<file path="config.mk">
export PLATFORM = sky130hd
export DESIGN_NAME = svv_status_coalescer
export DESIGN_NICKNAME = d
export VERILOG_FILES = /design/src/rtl/svv_status_coalescer.sv
export SDC_FILE = /design/constraint.sdc
export NUM_CORES = 1
export LEC_CHECK = 0
export BUFFER_PORTS_ARGS = -buffer_cell sky130_fd_sc_hd__buf_2
export CORE_UTILIZATION = 35
export CTS_BUF_LIST = sky130_fd_sc_hd__clkbuf_16
export CTS_CLUSTER_SIZE = 24
export DETAILED_ROUTE_END_ITERATION = 8
export HOLD_SLACK_MARGIN = 0.15
export PLACE_DENSITY_LB_ADDON = 0.2
export SYNTH_ARGS = -nofsm -noshare
export SYNTH_HDL_FRONTEND = slang
export SYNTH_SLANG_ARGS = --single-unit
</file>
<file path="constraint.sdc">
create_clock -name clk_i -period 3.3 [get_ports clk_i]
set_clock_uncertainty 0.05 [all_clocks]
set_input_delay 0.165 -clock clk_i [delete_from_list [all_inputs] [get_ports clk_i]]
set_output_delay 0.165 -clock clk_i [all_outputs]
set_load 0.1 [all_outputs]
</file>
<file path="src/rtl/svv_status_coalescer.sv">
// svv_status_coalescer
// Run-length coalescer that sits in front of the status value vector FIFO.
// It samples a stream of status words. A status that differs from the previous
// one pushes a new FIFO entry {status, 1}. A repeated status rewrites the
// newest FIFO entry through the FIFO set port with an incremented count.
// The producer is backpressured whenever a push is needed and the FIFO has no
// room for it.
//
// Optional feature: define SVV_COALESCE_TIMEOUT_EN to seal an open entry after
// TIMEOUT-1 consecutive idle cycles. The default build has no idle counter.

module svv_status_coalescer #(
    parameter int STATUS_W = 4,
    parameter int CNT_W    = 4,
    parameter int TIMEOUT  = 16
) (
    input  logic                      clk_i,
    input  logic                      rst_i,
    input  logic [STATUS_W-1:0]       status_i,
    input  logic                      status_valid_i,
    output logic                      status_ready_o,
    input  logic                      flush_i,
    input  logic                      fifo_full_i,
    input  logic                      fifo_valid_i,
    input  logic                      fifo_pull_i,
    output logic                      push_o,
    output logic [STATUS_W+CNT_W-1:0] value_o,
    output logic                      set_o,
    output logic [STATUS_W+CNT_W-1:0] set_value_o,
    output logic                      open_o
);

    localparam logic [CNT_W-1:0] CNT_MAX = '1;
    localparam logic [CNT_W-1:0] CNT_ONE = CNT_W'(1);

    // IDLE: no updatable entry; OPEN: the newest FIFO entry belongs to us
    typedef enum logic {
        IDLE = 1'b0,
        OPEN = 1'b1
    } state_t;

    state_t               state;
    state_t               state_nxt;
    logic [STATUS_W-1:0]  last_status;
    logic [STATUS_W-1:0]  last_status_nxt;
    logic [CNT_W-1:0]     run_cnt;
    logic [CNT_W-1:0]     run_cnt_nxt;

    logic                 eff_open;
    logic                 coalesce;
    logic                 ready_int;
    logic                 accept;

`ifdef SVV_COALESCE_TIMEOUT_EN
    localparam int              IDLE_W      = $clog2(TIMEOUT + 1);
    localparam logic [IDLE_W-1:0] IDLE_MAX  = '1;
    localparam logic [IDLE_W-1:0] IDLE_SEAL = IDLE_W'(TIMEOUT - 1);

    logic [IDLE_W-1:0]    idle_cnt;
    logic [IDLE_W-1:0]    idle_cnt_nxt;
`endif

    // Decide between coalescing and pushing, and drive the FIFO-facing outputs
    always_comb begin
        eff_open       = 1'b0;
        coalesce       = 1'b0;
        ready_int      = 1'b0;
        accept         = 1'b0;
        status_ready_o = 1'b0;
        push_o         = 1'b0;
        set_o          = 1'b0;
        open_o         = 1'b0;
        value_o        = {status_i, CNT_ONE};
        set_value_o    = {status_i, run_cnt + CNT_ONE};

        // An empty FIFO means our newest entry has been consumed, and a flush
        // seals it, so neither may be rewritten
        eff_open  = (state == OPEN) & fifo_valid_i & ~flush_i;
        coalesce  = eff_open & (status_i == last_status) & (run_cnt != CNT_MAX);

        // A set rewrites an existing entry and never needs free space
        ready_int = coalesce | ~fifo_full_i | fifo_pull_i;
        accept    = status_valid_i & ready_int & ~rst_i;

        status_ready_o = ready_int & ~rst_i;
        push_o         = accept & ~coalesce;
        set_o          = accept & coalesce;
        open_o         = eff_open & ~rst_i;
    end

    // Next-state computation for the run tracker
    always_comb begin
        state_nxt       = state;
        last_status_nxt = last_status;
        run_cnt_nxt     = run_cnt;
`ifdef SVV_COALESCE_TIMEOUT_EN
        idle_cnt_nxt    = idle_cnt;
`endif

        if (accept && coalesce) begin
            run_cnt_nxt = run_cnt + CNT_ONE;
            state_nxt   = OPEN;
        end else if (accept) begin
            last_status_nxt = status_i;
            run_cnt_nxt     = CNT_ONE;
            state_nxt       = OPEN;
        end else if (flush_i || ((state == OPEN) && !fifo_valid_i)) begin
            state_nxt = IDLE;
        end

`ifdef SVV_COALESCE_TIMEOUT_EN
        // Count idle cycles while open; seal the entry once the limit is reached
        if (accept) begin
            idle_cnt_nxt = '0;
        end else if (state == OPEN) begin
            if (idle_cnt != IDLE_MAX) begin
                idle_cnt_nxt = idle_cnt + IDLE_W'(1);
            end
            if (idle_cnt_nxt >= IDLE_SEAL) begin
                state_nxt = IDLE;
            end
        end
`endif
    end

    // State register with synchronous reset; the open entry is simply forgotten
    always_ff @(posedge clk_i) begin
        if (rst_i) begin
            state       <= IDLE;
            last_status <= '0;
            run_cnt     <= '0;
`ifdef SVV_COALESCE_TIMEOUT_EN
            idle_cnt    <= '0;
`endif
        end else begin
            state       <= state_nxt;
            last_status <= last_status_nxt;
            run_cnt     <= run_cnt_nxt;
`ifdef SVV_COALESCE_TIMEOUT_EN
            idle_cnt    <= idle_cnt_nxt;
`endif
        end
    end

endmodule

</file>
; ---- Yosys cells after proc, flatten, opt, wreduce, memory -nomap -nowiden
; Cells that the tools add are included.
[totals]
wordCells = 35
input_bits = 11
out_inout_bits = 20
reg_bits = 9
[classes]
bitwise_logic = 17
reduce_logical = 7
eq_ne = 2
n_mux = 5
add_sub_neg = 1
[ops]
columns = operator, count
row1 = AND 1 bit, 10
row2 = 2-to-1 mux 4 bit, 2
row3 = NOT 1 bit, 5
row4 = adder 4 x 1 -> 4 bit (second input constant), 1
row5 = == test 4 bit, 1
row6 = inequality test 4 bit (second input constant), 1
row7 = 2-to-1 mux 1 bit, 3
row8 = nonzero test 3 bit, 1
row9 = logical AND 1 bit, 2
row10 = bitwise OR 1 bit, 2
row11 = AND reduction 2 bit, 1
row12 = nonzero test 2 bit, 1
row13 = zero test 1 bit, 1
row14 = logical OR 1 bit, 1

; ---- Depth between registers and ports, before layout
; Gate-level depths: netlist of run 1.
[logic_depth]
word_depth = 11
depth_mapped = 6
depth_no_buf = 5

; ---- Worst setup path after synthesis of run 1
; Ideal clock, no wire load.
[synth_path]
kind = reg-to-output
startpoint = register last_status[2]
endpoint = output port status_ready_o
path_stages_with_launch = 5
arrival_time_ps = 2298
required_time_ps = 3085
n_path_buf = 0
slack_ps = 787
path_cell_list = dfxtp_1 -> xor2_1 -> nor4_2 -> nand2_1 -> a21oi_1
[synth_via]
elab_chain_cells = 6
[synth_rtl]
columns = item, line_no
row1 = start: declaration, 44  ; logic [STATUS_W-1:0] last_status;
row2 = start signal: assignment, 137  ; last_status <= last_status_nxt;
row3 = == test 4 bit, 79  ; coalesce = eff_open & (status_i == last_status) & (run_cnt != CNT_MAX);
row4 = AND 1 bit (2 in series), 79
row5 = bitwise OR 1 bit (2 in series), 82  ; ready_int = coalesce | ~fifo_full_i | fifo_pull_i;
row6 = AND 1 bit, 85  ; status_ready_o = ready_int & ~rst_i;
row7 = end: declaration, 21  ; output logic status_ready_o,
; No other way between the ends.

; ---- Worst setup path after layout of run 1
[layout_path]
startpoint = register last_status[2]
endpoint = output port set_o
[layout_via]
elab_chain_cells = 8
[layout_rtl]
columns = item, line_no
row1 = == test 4 bit (*), 79
row2 = AND 1 bit (*) (2 in series), 79
row3 = bitwise OR 1 bit (2 in series), 82
row4 = AND 1 bit (2 in series), 83  ; accept = status_valid_i & ready_int & ~rst_i;
row5 = AND 1 bit (*), 87  ; set_o = accept & coalesce;
row6 = end: declaration, 28  ; output logic set_o,
; Every way passes the cells marked *; elsewhere a longest branch is shown, timed or not.

==> results.json, run 1 <==
{
  "synth_top_area_share": 0.303,
  "fmax_mhz": 470,
  "post_cts_buffers": 0,
  "yosys_most_used_dff": "dfxtp_1",
  "start_kind": "flip-flop",
  "whs_path_depth": 3,
  "path_class": "flip-flop to primary output",
  "clk_pin_slew_worst_paths_ns": 0.04,
  "grt_pass1_vias": 407,
  "cts_sinks": 9,
  "cts_buffers": 3,
  "postLayoutCoreUtil": 0.469,
  "fill_cells": 158,
  "reg2reg_depth": 5,
  "num_vias": 499,
  "gp_congestion": 0.712,
  "ys_seq_elements": 9,
  "mostFrequentLayoutCell": "buf_2",
  "vias_per_cell": 4.66,
  "final_layout_size_suffix_gt1_frac": 0.418,
  "worstReg2RegStart": "last_status[2]$_SDFFE_PP0P_",
  "die_w_um": 43.3,
  "die_h_um": 43.3,
  "synth_top_cell_by_area": "dfxtp_1",
  "crit_path_top_delay_cell": "buf_2",
  "ctsHtreeMaxLevel": 1,
  "critPathCaptureType": "primary output",
  "hold_violations": 0,
  "wirelength_um": 1080,
  "cts_root_buffer": "clkbuf_16",
  "grt_pass1_wl_um": 1650,
  "hp-class": "input port to flip-flop",
  "dr.pass1.iters": 2,
  "period_needed_ns": 2.13,
  "leakage_nw": 0.350,
  "syn_area_per_cell_um2": 8.05,
  "worstReg2RegEnd": "run_cnt[2]$_SDFFE_PP0P_",
  "worstPathRequired_ns": 3.08,
  "num_antenna_cells": 0,
  "coreArea_mm2": 0.00154,
  "start_util": 0.386,
  "ys_types": 26,
  "ir_drop_mv": 0.344,
  "drcViolationCount": 0,
  "cp.arrival_ns": 1.91,
  "ioPinCount": 31,
  "async_reset_ff_frac": 0,
  "postRouteAntennaNets": 0,
  "ys_top_cells_by_area": "dfxtp_1 (30%), buf_4 (15%), xor2_1 (5.9%)",
  "cts_hold_buffers": 0,
  "finalSetupViolCount": 0,
  "grt_max_degree": 13,
  "post_drt_wl_per_cell_um": 10.1,
  "io_buffers": 26,
  "reg2reg_slack_ns": 1.71,
  "netlist_area_um2": 596,
  "mostFrequentLayoutCells": "buf_2 (26), nand2_1 (9), dfxtp_1 (9)",
  "layout.nets": 104,
  "cpPeakStageDelay_ns": 0.50,
  "status": "complete, no violations",
  "slew_viol_final": 0,
  "dieArea_mm2": 0.00187,
  "ys_warn_count": 0,
  "p_per_area_mw_per_mm2": 623,
  "min_to": "last_status[2]$_SDFFE_PP0P_",
  "dr.first_iter.drc_count": 3,
  "postSynthCellCount": 74,
  "cts_buffer_depth": 2,
  "clock_latency_ns": 0.23,
  "rows": 14,
  "final_area_um2": 723,
  "period_share": 0.645,
  "tritoncts": "yes",
  "cp-startpoint": "last_status[2]$_SDFFE_PP0P_",
  "antenna_found_initial": 0,
  "dp_hpwl_um": 802,
  "post_cts_resized": 0,
  "drv_cap": 0,
  "placed_cell_area_um2": 644,
  "grt_usage": 0.127,
  "synth-edff-count": 0,
  "worstPathCellList": "xor2_1, nor4_2, and3_1, buf_2",
  "worst-path-max-fanout": 10,
  "rsz0062_at_grt": "no",
  "fin_setup_tns_ns": 0,
  "overflow": 0,
  "hp-start": "status_i[2]",
  "syn2layout_area_growth_pct": 21.4,
  "synth_seq_area_share": 0.303
}
-- per-layer routing --
metal / wire length [um] / share of wire / track usage
met2: 470 / 0.44 / 0.188
met3: 87 / 0.081 / 0.0766
met1: 496 / 0.46 / 0.137
met5: 0 / 0 / 0
met4: 21 / 0.020 / 0.0727
-- synth_stat cells (2+ instances only) --
library cell and count:
nand2_1 9, conb_1 2, nor2b_1 4, dfxtp_1 9, a21oi_2 3, buf_4 12, xor2_1 4, nand2_2 2
nand3b_1 4, a21oi_1 6, clkbuf_1 2, nor2_1 3
-- worst max-delay path by stage --
| stage | to | cells past startpoint |
|---|---|---|
| 6_report | set_o | 4 |
| 5_1_grt | set_o | 4 |
| 4_1_cts | set_o | 4 |
| 3_5_place_dp | set_o | 4 |
| 3_3_place_gp | set_o | 4 |
| 2_1_floorplan | status_ready_o | 4 |
-- flip-flops by register name, indices dropped and copies added, names as in the netlist --
register     flops
last_status      4
run_cnt          4
state            1
-- stage by stage --
| stage | total power, mW | hold slack (ns) | std cells | setup WS [ns] |
|---|---|---|---|---|
| after detailed placement | 0.242 | 0.400 | 103 | 1.40 |
| final | 0.451 | 0.156 | 107 | 1.17 |
| after CTS | 0.457 | 0.154 | 107 | 1.15 |
| after global routing | 0.467 | 0.169 | 107 | 1.07 |
| after global placement | 0.242 | 0.389 | 103 | 1.44 |
| after floorplan | 0.235 | 0.251 | 76 | 0.787 |
-- kinds of logic after synthesis --
family          synth area share
compound gates             0.128
fa+ha+maj                 0.0210
other cells               0.0126
xor+xnor                  0.0735
buf+inv                    0.189
flops                      0.303
simple gates               0.273
-- area by class of cell --
| type | count | area (um^2) | area share |
|---|---|---|---|
| clock buffer | 3 | 75.1 | 0.104 |
| clock inverter | 1 | 3.75 | 0.00519 |
| sequential | 9 | 180 | 0.249 |
| timing repair buffer | 26 | 130 | 0.180 |
| inverter | 1 | 3.75 | 0.00519 |
| tap | 16 | 20.0 | 0.0277 |
| multi-input combinational | 51 | 310 | 0.429 |
-- report_power, final --
group | internal, mW | switching (mW) | leakage (nW) | total, mW
combinational | 0.0178 | 0.106 | 0.234 | 0.124
clock | 0.158 | 0.0524 | 0.0423 | 0.211
sequential | 0.113 | 0.00276 | 0.0734 | 0.116
total | 0.290 | 0.161 | 0.350 | 0.451
-- worst max-delay path, delay by kind of cell, from the launching register on --
kind	cells	cell delay [ns]
and+or+nand+nor	2	0.70
buffers and inverters	1	0.50
DFF	1	0.31
xor gates and xnor gates	1	0.17
No activity file was read; power rests on OpenSTA's default activity.
==> inputs of run 2 (changes only) <==
--- a/config.mk
+++ b/config.mk
@@ -5,7 +5,9 @@
 export SDC_FILE = /design/constraint.sdc
 export NUM_CORES = 1
 export LEC_CHECK = 0
+export ABC_AREA = 1
 export BUFFER_PORTS_ARGS = -buffer_cell sky130_fd_sc_hd__buf_2
+export CORE_ASPECT_RATIO = 1.4
 export CORE_UTILIZATION = 35
 export CTS_BUF_LIST = sky130_fd_sc_hd__clkbuf_16
 export CTS_CLUSTER_SIZE = 24
==> constraint.sdc (replaced) <==
create_clock -name clk_i -period 2.1 [get_ports clk_i]
set_clock_uncertainty 0.05 [all_clocks]
set_input_delay 0.105 -clock clk_i [delete_from_list [all_inputs] [get_ports clk_i]]
set_output_delay 0.105 -clock clk_i [all_outputs]
set_load 0.1 [all_outputs]
==> run 2 against run 1 <==
Against the previous run: design area increased by 25%; cell count increased by 41%; sequential power increased by 60%; utilization increased by 3.1 points; setup slack got worse by 1.1 ns; global-route usage increased by 1.9 points; power increased by 64%; synthesized cell count increased by 43%; clock power increased by 55%; worst hold slack improved by 0.040 ns; register-to-register slack got worse by 1.2 ns; critical path type unchanged; critical endpoint is now status_ready_o; highest routed layer unchanged.
==> results.json, run 2 <==
{
  "status": "complete, no violations",
  "final_layout_size_suffix_gt1_frac": 0.351,
  "period_needed_ns": 1.99,
  "ioPinCount": 31,
  "clock_latency_ns": 0.23,
  "mostFrequentLayoutCells": "nand2_1 (34), buf_2 (25), inv_1 (13)",
  "ys_types": 19,
  "post_cts_buffers": 0,
  "postRouteAntennaNets": 0,
  "synth_top_area_share": 0.266,
  "io_buffers": 26,
  "ctsHtreeMaxLevel": 1,
  "netlist_area_um2": 678,
  "rows": 18,
  "total_power_uw": 738,
  "cts_sinks": 9,
  "ys_top_cells_by_area": "dfxtp_1 (27%), nand2_1 (19%), buf_4 (13%)",
  "start_kind": "flip-flop",
  "start_util": 0.376,
  "p_per_area_mw_per_mm2": 820,
  "fin_setup_tns_ns": 0,
  "postSynthCellCount": 106,
  "path_class": "flip-flop to primary output",
  "syn_area_per_cell_um2": 6.40,
  "overflow": 0,
  "clk_pin_slew_worst_paths_ns": 0.04,
  "drv_cap": 0,
  "cts_buffers": 3,
  "cp.arrival_ns": 1.83,
  "mostFrequentLayoutCell": "nand2_1",
  "async_reset_ff_frac": 0,
  "cts_root_buffer": "clkbuf_16",
  "slew_viol_final": 0,
  "num_antenna_cells": 0,
  "ys_seq_elements": 9,
  "worstPathRequired_ns": 1.95,
  "dr.first_iter.drc_count": 7,
  "die_w_um": 39.2,
  "coreArea_mm2": 0.00180,
  "rsz0062_at_grt": "no",
  "grt_pass1_wl_um": 2030,
  "hold_violations": 0,
  "dp_hpwl_um": 1030,
  "grt_max_degree": 10,
  "syn2layout_area_growth_pct": 32.8,
  "dr.pass1.iters": 2,
  "gp_congestion": 0.679,
  "fmax_mhz": 503,
  "post_drt_wl_per_cell_um": 8.66,
  "post-place-cells": 142,
  "ys_warn_count": 0,
  "synth.most_common_cell": "nand2_1",
  "grt_pass1_vias": 526,
  "yosys-top-cells-count": "nand2_1 (34), buf_4 (12), inv_1 (12)",
  "grt_usage": 0.146,
  "leakage_nw": 0.485,
  "yosys_most_used_dff": "dfxtp_1",
  "drcViolationCount": 0,
  "dieArea_mm2": 0.00212,
  "antenna_found_initial": 0,
  "vias_per_cell": 4.31,
  "hp-class": "input port to flip-flop",
  "largest_registers": "last_status x4, run_cnt x4, state x1",
  "ir_drop_mv": 0.439,
  "cts_buffer_depth": 2,
  "worst-path-max-fanout": 5,
  "synth_seq_area_share": 0.266,
  "layoutNonFillerInstCount": 151,
  "critPathCaptureType": "primary output",
  "synth-edff-count": 0,
  "fin_hold_ws_ns": 0.195,
  "period_share": 0.946,
  "wirelength_um": 1310,
  "layout.nets": 144,
  "tritoncts": "yes",
  "num_vias": 651,
  "synth_top_cell_by_area": "dfxtp_1",
  "die_h_um": 54.1,
  "finalSetupViolCount": 0
}
[run 2: cell count changes after synthesis, sizes merged, moves of 2 or more]
cell | before | now
nor2 | 3 | 15
nor2b | 4 | 0
inv | 1 | 15
clkbuf | 2 | 0
xor2 | 4 | 2
nand2 | 11 | 35
a21oi | 9 | 4
nand3 | 1 | 6
nand3b | 4 | 0
nand4 | 0 | 2
[run 2: repair_timing]
item / in CTS / in global routing
gates resized for setup: 0 / 2
endpoints found under the setup margin: 0 / 1
hold buffers: 5 / 0
endpoints found under the hold margin: 7 / 0
[run 2: kinds of logic (layout without fill, tap and decap cells)]
| logic type | Yosys count | in the layout | share of synthesized area |
|---|---|---|---|
| AND/OR/NAND/NOR | 58 | 58 | 0.402 |
| AO/OA/AOI/OAI | 6 | 6 | 0.0553 |
| adder cells (fa/ha/maj) | 1 | 1 | 0.0184 |
| other | 2 | 4 | 0.0111 |
| flip-flops | 9 | 9 | 0.266 |
| buffers and inverters | 28 | 51 | 0.221 |
| XOR/XNOR | 2 | 2 | 0.0258 |
[run 2: power by group]
| part | internal [mW] | switching (mW) |
|---|---|---|
| registers | 0.180 | 0.00603 |
| clock network | 0.248 | 0.0780 |
| logic | 0.0418 | 0.184 |
| total | 0.470 | 0.268 |
[run 2: metrics by stage]
step	area, um^2	worst slack [ns]	util
floorplan	704	0.0717	-
global placement	769	0.341	0.427
CTS	898	0.0244	0.499
global route	901	0.0138	0.500
detailed placement	769	0.289	0.427
finish	901	0.113	0.500
[run 2: worst max-delay path, stage by stage, from the launching register on]
cell     delay [ns]
dfxtp_1        0.35
ha_1           0.28
nand2_1        0.09
nor2_1         0.04
nor2_1         0.12
nand3_2        0.14
a21oi_2        0.15
buf_2          0.43
[run 2: area by class of cell]
type	count	area, um^2
clock buffers	3	75.1
clock inverters	1	3.75
fillers	209	901
inverters	16	60.1
multi-input cells	71	374
flip-flops and latches	9	180
well taps	20	25.0
repair buffers	31	183
[run 2: final timing paths]
path / start / to / slack (ns) / cells past startpoint
setup reg to reg: run_cnt[0]$_SDFFE_PP0P_ / last_status[3]$_SDFFE_PP0P_ / 0.56 / 8
setup / recovery: run_cnt[0]$_SDFFE_PP0P_ / status_ready_o / 0.11 / 7
hold / removal: status_valid_i / run_cnt[0]$_SDFFE_PP0P_ / 0.20 / 3
hold reg to reg: run_cnt[3]$_SDFFE_PP0P_ / run_cnt[3]$_SDFFE_PP0P_ / 0.44 / 2
[run 2: routing by layer]
metal  track usage  share of wire  vias up
met5             0              0        -
met4         0.138          0.034        0
met3        0.0372          0.049        4
met2         0.228           0.48       19
met1         0.153           0.43      273
li1              -              -      355
